File: src/rtl/mc_bus_responder.sv
// Asynchronous MCU bus slave: synchronizes the MCU strobes into the clock domain and exposes
// seven config registers, a command stream (0x07), a response stream (0x08) and status (0x09).
module mc_bus_responder #(
   parameter int MC_DATA_WIDTH = 16,
   parameter int MC_ADD_WIDTH  = 6
) (
   input  logic                       clock,
   input  logic                       reset,
   input  logic                       mc_ce,
   input  logic                       mc_we,
   input  logic                       mc_oe,
   input  logic [MC_ADD_WIDTH-1:0]    mc_add,
   input  logic [MC_DATA_WIDTH-1:0]   mc_data_i,
   output logic [MC_DATA_WIDTH-1:0]   mc_data_o,
   output logic                       mc_data_oe,
   output logic [7*MC_DATA_WIDTH-1:0] cfg_regs,
   output logic [MC_DATA_WIDTH-1:0]   cmd_data,
   output logic                       cmd_valid,
   input  logic                       cmd_ready,
   input  logic [MC_DATA_WIDTH-1:0]   rsp_data,
   input  logic                       rsp_valid,
   output logic                       rsp_ready
);

   localparam int W = MC_DATA_WIDTH;
   localparam logic [MC_ADD_WIDTH-1:0] ADDR_LAST_CFG = MC_ADD_WIDTH'(6);
   localparam logic [MC_ADD_WIDTH-1:0] ADDR_CMD      = MC_ADD_WIDTH'(7);
   localparam logic [MC_ADD_WIDTH-1:0] ADDR_RSP      = MC_ADD_WIDTH'(8);
   localparam logic [MC_ADD_WIDTH-1:0] ADDR_STATUS   = MC_ADD_WIDTH'(9);

   logic [1:0]              r_ce_s;
   logic [1:0]              r_we_s;
   logic [1:0]              r_oe_s;
   logic [MC_ADD_WIDTH-1:0] r_add_s1;
   logic [MC_ADD_WIDTH-1:0] r_add_s2;
   logic [W-1:0]            r_dat_s1;
   logic [W-1:0]            r_dat_s2;
   logic                    r_we_d;
   logic                    r_oe_d;
   logic [1:0]              r_settle;
   logic                    r_we_arm;
   logic                    r_oe_arm;
   logic                    r_rd_act;

   logic [W-1:0]            r_cfg [0:6];
   logic [W-1:0]            r_cmd_data;
   logic                    r_cmd_valid;
   logic                    r_ovf;
   logic                    r_unf;
   logic                    r_rsp_ready;
   logic [W-1:0]            r_data_o;
   logic                    r_data_oe;

   logic                    w_ce;
   logic                    w_we;
   logic                    w_oe;
   logic [MC_ADD_WIDTH-1:0] w_add;
   logic [W-1:0]            w_dat;
   logic                    w_wr_stb;
   logic                    w_rd_start;
   logic                    w_rd_end;
   logic                    w_pop_req;
   logic                    w_is_cfg;
   logic [W-1:0]            w_rd_mux;

   always_ff @(posedge clock or posedge reset) begin
      if (reset) begin
         r_ce_s   <= 2'b11;
         r_we_s   <= 2'b11;
         r_oe_s   <= 2'b11;
         r_add_s1 <= '0;
         r_add_s2 <= '0;
         r_dat_s1 <= '0;
         r_dat_s2 <= '0;
      end else begin
         r_ce_s   <= {r_ce_s[0], mc_ce};
         r_we_s   <= {r_we_s[0], mc_we};
         r_oe_s   <= {r_oe_s[0], mc_oe};
         r_add_s1 <= mc_add;
         r_add_s2 <= r_add_s1;
         r_dat_s1 <= mc_data_i;
         r_dat_s2 <= r_dat_s1;
      end
   end

   assign w_ce  = r_ce_s[1];
   assign w_we  = r_we_s[1];
   assign w_oe  = r_oe_s[1];
   assign w_add = r_add_s2;
   assign w_dat = r_dat_s2;

   // A strobe held low through reset must not count as an edge: the arms only set once the
   // synchronizers carry post-reset pin samples showing the idle level.
   always_ff @(posedge clock or posedge reset) begin
      if (reset) begin
         r_settle <= 2'd0;
         r_we_arm <= 1'b0;
         r_oe_arm <= 1'b0;
         r_we_d   <= 1'b1;
         r_oe_d   <= 1'b1;
      end else begin
         if (r_settle != 2'd2) r_settle <= r_settle + 2'd1;
         if (r_settle == 2'd2 && w_we) r_we_arm <= 1'b1;
         if (r_settle == 2'd2 && w_oe) r_oe_arm <= 1'b1;
         r_we_d <= w_we;
         r_oe_d <= w_oe;
      end
   end

   assign w_wr_stb   = r_we_arm && r_we_d && !w_we && !w_ce;
   assign w_rd_start = r_oe_arm && r_oe_d && !w_oe && !w_ce && w_we;
   assign w_rd_end   = r_rd_act && !r_oe_d && w_oe && !w_ce;
   assign w_pop_req  = w_rd_end && (w_add == ADDR_RSP);
   assign w_is_cfg   = (w_add <= ADDR_LAST_CFG);

   // A read stays open only while chip enable is held and no write overlaps it.
   always_ff @(posedge clock or posedge reset) begin
      if (reset) begin
         r_rd_act <= 1'b0;
      end else if (w_ce || !w_we) begin
         r_rd_act <= 1'b0;
      end else if (w_rd_start) begin
         r_rd_act <= 1'b1;
      end else if (w_rd_end) begin
         r_rd_act <= 1'b0;
      end
   end

   always_ff @(posedge clock or posedge reset) begin
      if (reset) begin
         for (int i = 0; i < 7; i++) r_cfg[i] <= '0;
         r_cmd_data  <= '0;
         r_cmd_valid <= 1'b0;
         r_ovf       <= 1'b0;
         r_unf       <= 1'b0;
         r_rsp_ready <= 1'b0;
      end else begin
         if (r_cmd_valid && cmd_ready) r_cmd_valid <= 1'b0;
         if (w_wr_stb && w_is_cfg) r_cfg[w_add[2:0]] <= w_dat;
         if (w_wr_stb && w_add == ADDR_STATUS) begin
            r_ovf <= 1'b0;
            r_unf <= 1'b0;
         end
         // Later assignments win, so the set paths override the status clear.
         if (w_wr_stb && w_add == ADDR_CMD) begin
            if (r_cmd_valid) begin
               r_ovf <= 1'b1;
            end else begin
               r_cmd_data  <= w_dat;
               r_cmd_valid <= 1'b1;
            end
         end
         if (w_pop_req && !rsp_valid) r_unf <= 1'b1;
         r_rsp_ready <= w_pop_req && rsp_valid;
      end
   end

   always_comb begin
      w_rd_mux = '0;
      if (w_is_cfg) begin
         w_rd_mux = r_cfg[w_add[2:0]];
      end else if (w_add == ADDR_CMD) begin
         w_rd_mux = r_cmd_data;
      end else if (w_add == ADDR_RSP) begin
         w_rd_mux = rsp_valid ? rsp_data : '0;
      end else if (w_add == ADDR_STATUS) begin
         w_rd_mux = {{(W-4){1'b0}}, r_ovf, r_unf, r_cmd_valid, rsp_valid};
      end
   end

   always_ff @(posedge clock or posedge reset) begin
      if (reset) begin
         r_data_o  <= '0;
         r_data_oe <= 1'b0;
      end else begin
         r_data_o  <= w_rd_mux;
         r_data_oe <= r_oe_arm && !w_ce && !w_oe && w_we;
      end
   end

   generate
      for (genvar gi = 0; gi < 7; gi++) begin : g_cfg_out
         assign cfg_regs[gi*W +: W] = r_cfg[gi];
      end
   endgenerate

   assign cmd_data   = r_cmd_data;
   assign cmd_valid  = r_cmd_valid;
   assign rsp_ready  = r_rsp_ready;
   assign mc_data_o  = r_data_o;
   assign mc_data_oe = r_data_oe;

endmodule

File: config.mk
export PLATFORM = sky130hd
export DESIGN_NAME = mc_bus_responder
export DESIGN_NICKNAME = d
export VERILOG_FILES = /design/src/rtl/mc_bus_responder.sv
export SDC_FILE = /design/constraint.sdc
export NUM_CORES = 1
export LEC_CHECK = 0
export ABC_AREA = 1
export CAP_MARGIN = 40
export CORE_MARGIN = 2
export CORE_UTILIZATION = 35
export DETAILED_ROUTE_END_ITERATION = 12
export SETUP_SLACK_MARGIN = 0.4
export SLEW_MARGIN = 20
export SYNTH_ARGS = -nofsm -noshare
export SYNTH_HDL_FRONTEND = slang
export SYNTH_SLANG_ARGS = --single-unit
File: constraint.sdc
create_clock -name clock -period 9 [get_ports clock]
set_input_delay 2.7 -clock clock [delete_from_list [all_inputs] [get_ports clock]]
set_output_delay 2.7 -clock clock [all_outputs]
set_load 0.1 [all_outputs]
==> results.tsv <==
stage	metric	value	unit
outcome	run status	finished, final reports clean	
drt	number of vias per cell	4.71	
timing	RSZ-0062 raised after global routing	no	
floorplan	number of placement rows	56	
clock_tree	number of buffers added to fix hold violations after cts	0	
drt	average routed wire per standard cell	16.5	um
worst_setup_path	worst setup path start	cfg_regs[37]$_DFFE_PP0P_	
place	weighted congestion at the end of routability-driven global placement	0.844	
worst_setup_path	crit path cell chain	clkdlybuf4s50_1 > buf_16	
clock_tree	clock latency on the worst-skew pair	0.52	ns
worst_setup_path	crit path buf inv count	2	
pwr	Leak	6.44	nW
global_routing	number of antenna violations at the first check in global routing	0	
place	detailed placer's ending HPWL	19000	um
pwr	maximum VDD drop	130	uV
timing	period utilization	0.494	
global_routing	global-route wire length before repair	43100	um
synth	count of state elements after synthesis	206	
drt	Detail Route Antenna Nets	0	
final_layout	synthesis-to-layout area growth	65.8	%
final_layout	fill cell count	1932	
global_routing	vias in the first global route	7463	
timing	clock skew after layout	0.0175	ns
timing	Worst slew margin	0.485	
floorplan	initial standard-cell utilization of the core	0.358	
timing	post-route worst setup slack	4.55	ns
clock_tree	Num Clock Sinks	206	
synth	cell area after synthesis	8390	um^2
place	number of buffer cells added on primary ports	191	
synth	nets in the synthesized netlist	1002	
timing	final setup violating endpoints	0	
global_routing	global-route usage over all layers	0.212	
place	Cell Area, Placed	13100	um^2
worst_setup_path	Data arrival, critical path	1.75	ns
timing	max-slew violation count	0	
clock_tree	Max clock buf depth	3	
final_layout	fraction of layout instances using a drive strength above 1	0.169	
worst_setup_path	Setup CP Type	register to output port	
final_layout	most used cells in the layout excluding fill and tap cells	nand2_1 (329), dfrtp_1 (198), clkdlybuf4s50_1 (191)	
worst_setup_path	dominant delay contributor by cell family on the critical path	buffers and inverters	
clock_tree	CTS tree	built	
clock_tree	register clock-pin slew on the reported worst setup and hold paths	0.06	ns
worst_hold_path	Hold Path Origin	r_add_s1[2]$_DFF_PP0_	
job	max-cap check violation count	0	
worst_setup_path	sort of element at the end of the critical path	output port	
floorplan	floorplan die area	25200	um^2
floorplan	num ports	192	
synth	Area contributors post-synth	dfrtp_1 (59%), nand2_1 (15%), o21ai_0 (8.1%), nand3_1 (3.5%), nor2_1 (3.3%)	
clock_tree	number of instances resized during post-cts repair	0	
worst_setup_path	CP max stage cell	clkdlybuf4s50_1	
global_routing	leftover overflow at the end of global routing	0	
drt	routed via count	7619	
timing	crit path time final	4.45	ns
floorplan	height of the die	159	um
drt	starting DRC count in detailed routing	621	
timing	Achievable Freq	225	MHz
worst_setup_path	maximum cell stage delay along the critical path	0.64	ns
floorplan	Die W	159	um
worst_setup_path	Required @ worst endpoint	6.30	ns
synth	Yosys warning total	0	
worst_hold_path	worst hold-check path type	register to register	
synth	mean post-synth cell area	8.78	um^2
timing	final hold violations	0	
worst_setup_path	CP max FO	3	
worst_setup_path	R2R Path Start	r_add_s2[0]$_DFF_PP0_	
worst_setup_path	sort of element at the start of the critical path	register	
clock_tree	root buffer cell	clkbuf_16	
final_layout	Net count, final	1326	
drt	number of optimization iterations in the first detailed-route pass	5	
synth	count of cell types in the netlist	21	
synth	library cell occupying the most area in the post-synthesis netlist	dfrtp_1	
pwr	power density relative to cell area	174	nW/um^2
drt	DRC violations left	0	
clock_tree	number of buffers inserted during clock tree synthesis	24	
drt	Routed WL	26700	um
timing	transition time of the tightest slew-check pin	0.770	ns
global_routing	pin count of the biggest net entering global routing	102	
timing	Setup Total Neg Slack	0	ns
final_layout	post-route standard cell area excluding fillers	13900	um^2
synth	sequential-to-total area share from yosys stat	0.615	
synth	number of instances in the synthesized netlist	956	
clock_tree	H-tree lvl count	1	
place	minimum setup slack after placement	4.72	ns
floorplan	core region area	23500	um^2
clock_tree	postcts setup bufs	0	
synth	top cell type's share of synthesized area	0.590	
final_layout	most frequent standard cell in the layout excluding fill and tap cells	nand2_1	
final_layout	n_diodes	0	
[layout make-up]
class	instances	area, um^2	area share
clock buffer	38	733	0.0527
clock inverter	6	75.1	0.00540
inverter	62	240	0.0173
multi-input combinational	637	2770	0.199
sequential	206	5160	0.371
tap	319	399	0.0287
timing repair buffer	349	4530	0.326
[state kept, by name, summed over array words and instances, names as in the netlist, 2 cells and up]
signal / flops
cfg_regs: 112
cmd_data: 16
mc_data_o: 16
r_add_s1: 6
r_add_s2: 6
r_ce_s: 2
r_dat_s1: 16
r_dat_s2: 16
r_oe_s: 2
r_settle: 2
r_we_s: 2
[worst paths after layout]
path	to	slack, ns	cells after the start
setup reg to reg	cfg_regs[29]$_DFFE_PP0P_	6.39	7
hold reg to reg	r_add_s2[2]$_DFF_PP0_	0.35	0
min in group asynchronous	r_dat_s1[15]$_DFF_PP0_	2.57	2
hold / removal	r_add_s2[2]$_DFF_PP0_	0.35	0
setup / recovery	cfg_regs[37]	4.55	2
max in group asynchronous	r_oe_s[1]$_DFF_PP1_	5.61	3
[power breakdown]
part	leakage (nW)	internal, W	switching [W]
logic	3.34	0.000158	0.000298
clock network	0.395	0.000589	0.000390
registers	2.71	0.000965	0.0000279
total	6.44	0.00171	0.000715
[Yosys cell counts (all sizes together)]
| library cell | count |
|---|---|
| a21o | 2 |
| a21oi | 16 |
| buf | 30 |
| clkbuf | 21 |
| dfrtp | 198 |
| dfstp | 8 |
| ha | 1 |
| inv | 62 |
| nand2 | 329 |
| nand3 | 66 |
| nand4 | 5 |
| nor2 | 76 |
| nor3 | 1 |
| o21ai | 140 |
| xnor2 | 1 |
[cell families (layout without fill, tap and decap cells)]
logic type               Yosys count  after routing  share of synthesized area
AND/OR/NAND/NOR                  477            477                      0.233
flip-flops                       206            206                      0.615
AO/OA/AOI/OAI                    158            158                     0.0948
buffers and inverters            113            455                     0.0543
adder cells (fa/ha/maj)            1              1                    0.00149
XOR/XNOR                           1              1                    0.00104
[through the flow]
stage | hold slack [ns] | utilization | total power, W | instances
after floorplan | 0.331 | - | 0.00126 | 956
after global placement | 0.332 | 0.449 | 0.00136 | 1422
after detailed placement | 0.335 | 0.557 | 0.00146 | 1572
after CTS | 0.347 | 0.592 | 0.00245 | 1616
after global routing | 0.353 | 0.593 | 0.00251 | 1617
final | 0.346 | 0.593 | 0.00243 | 1617
[routing by layer]
metal  vias up  share of wire  GRT usage  wire, um
met5         -              0          0         0
met4         0          0.024     0.0533       635
met3        47          0.061     0.0303      1620
met2       282           0.44      0.321     11900
met1      3601           0.47      0.322     12600
li1       3689              -          -         -
No activity file was read; power rests on OpenSTA's default activity.
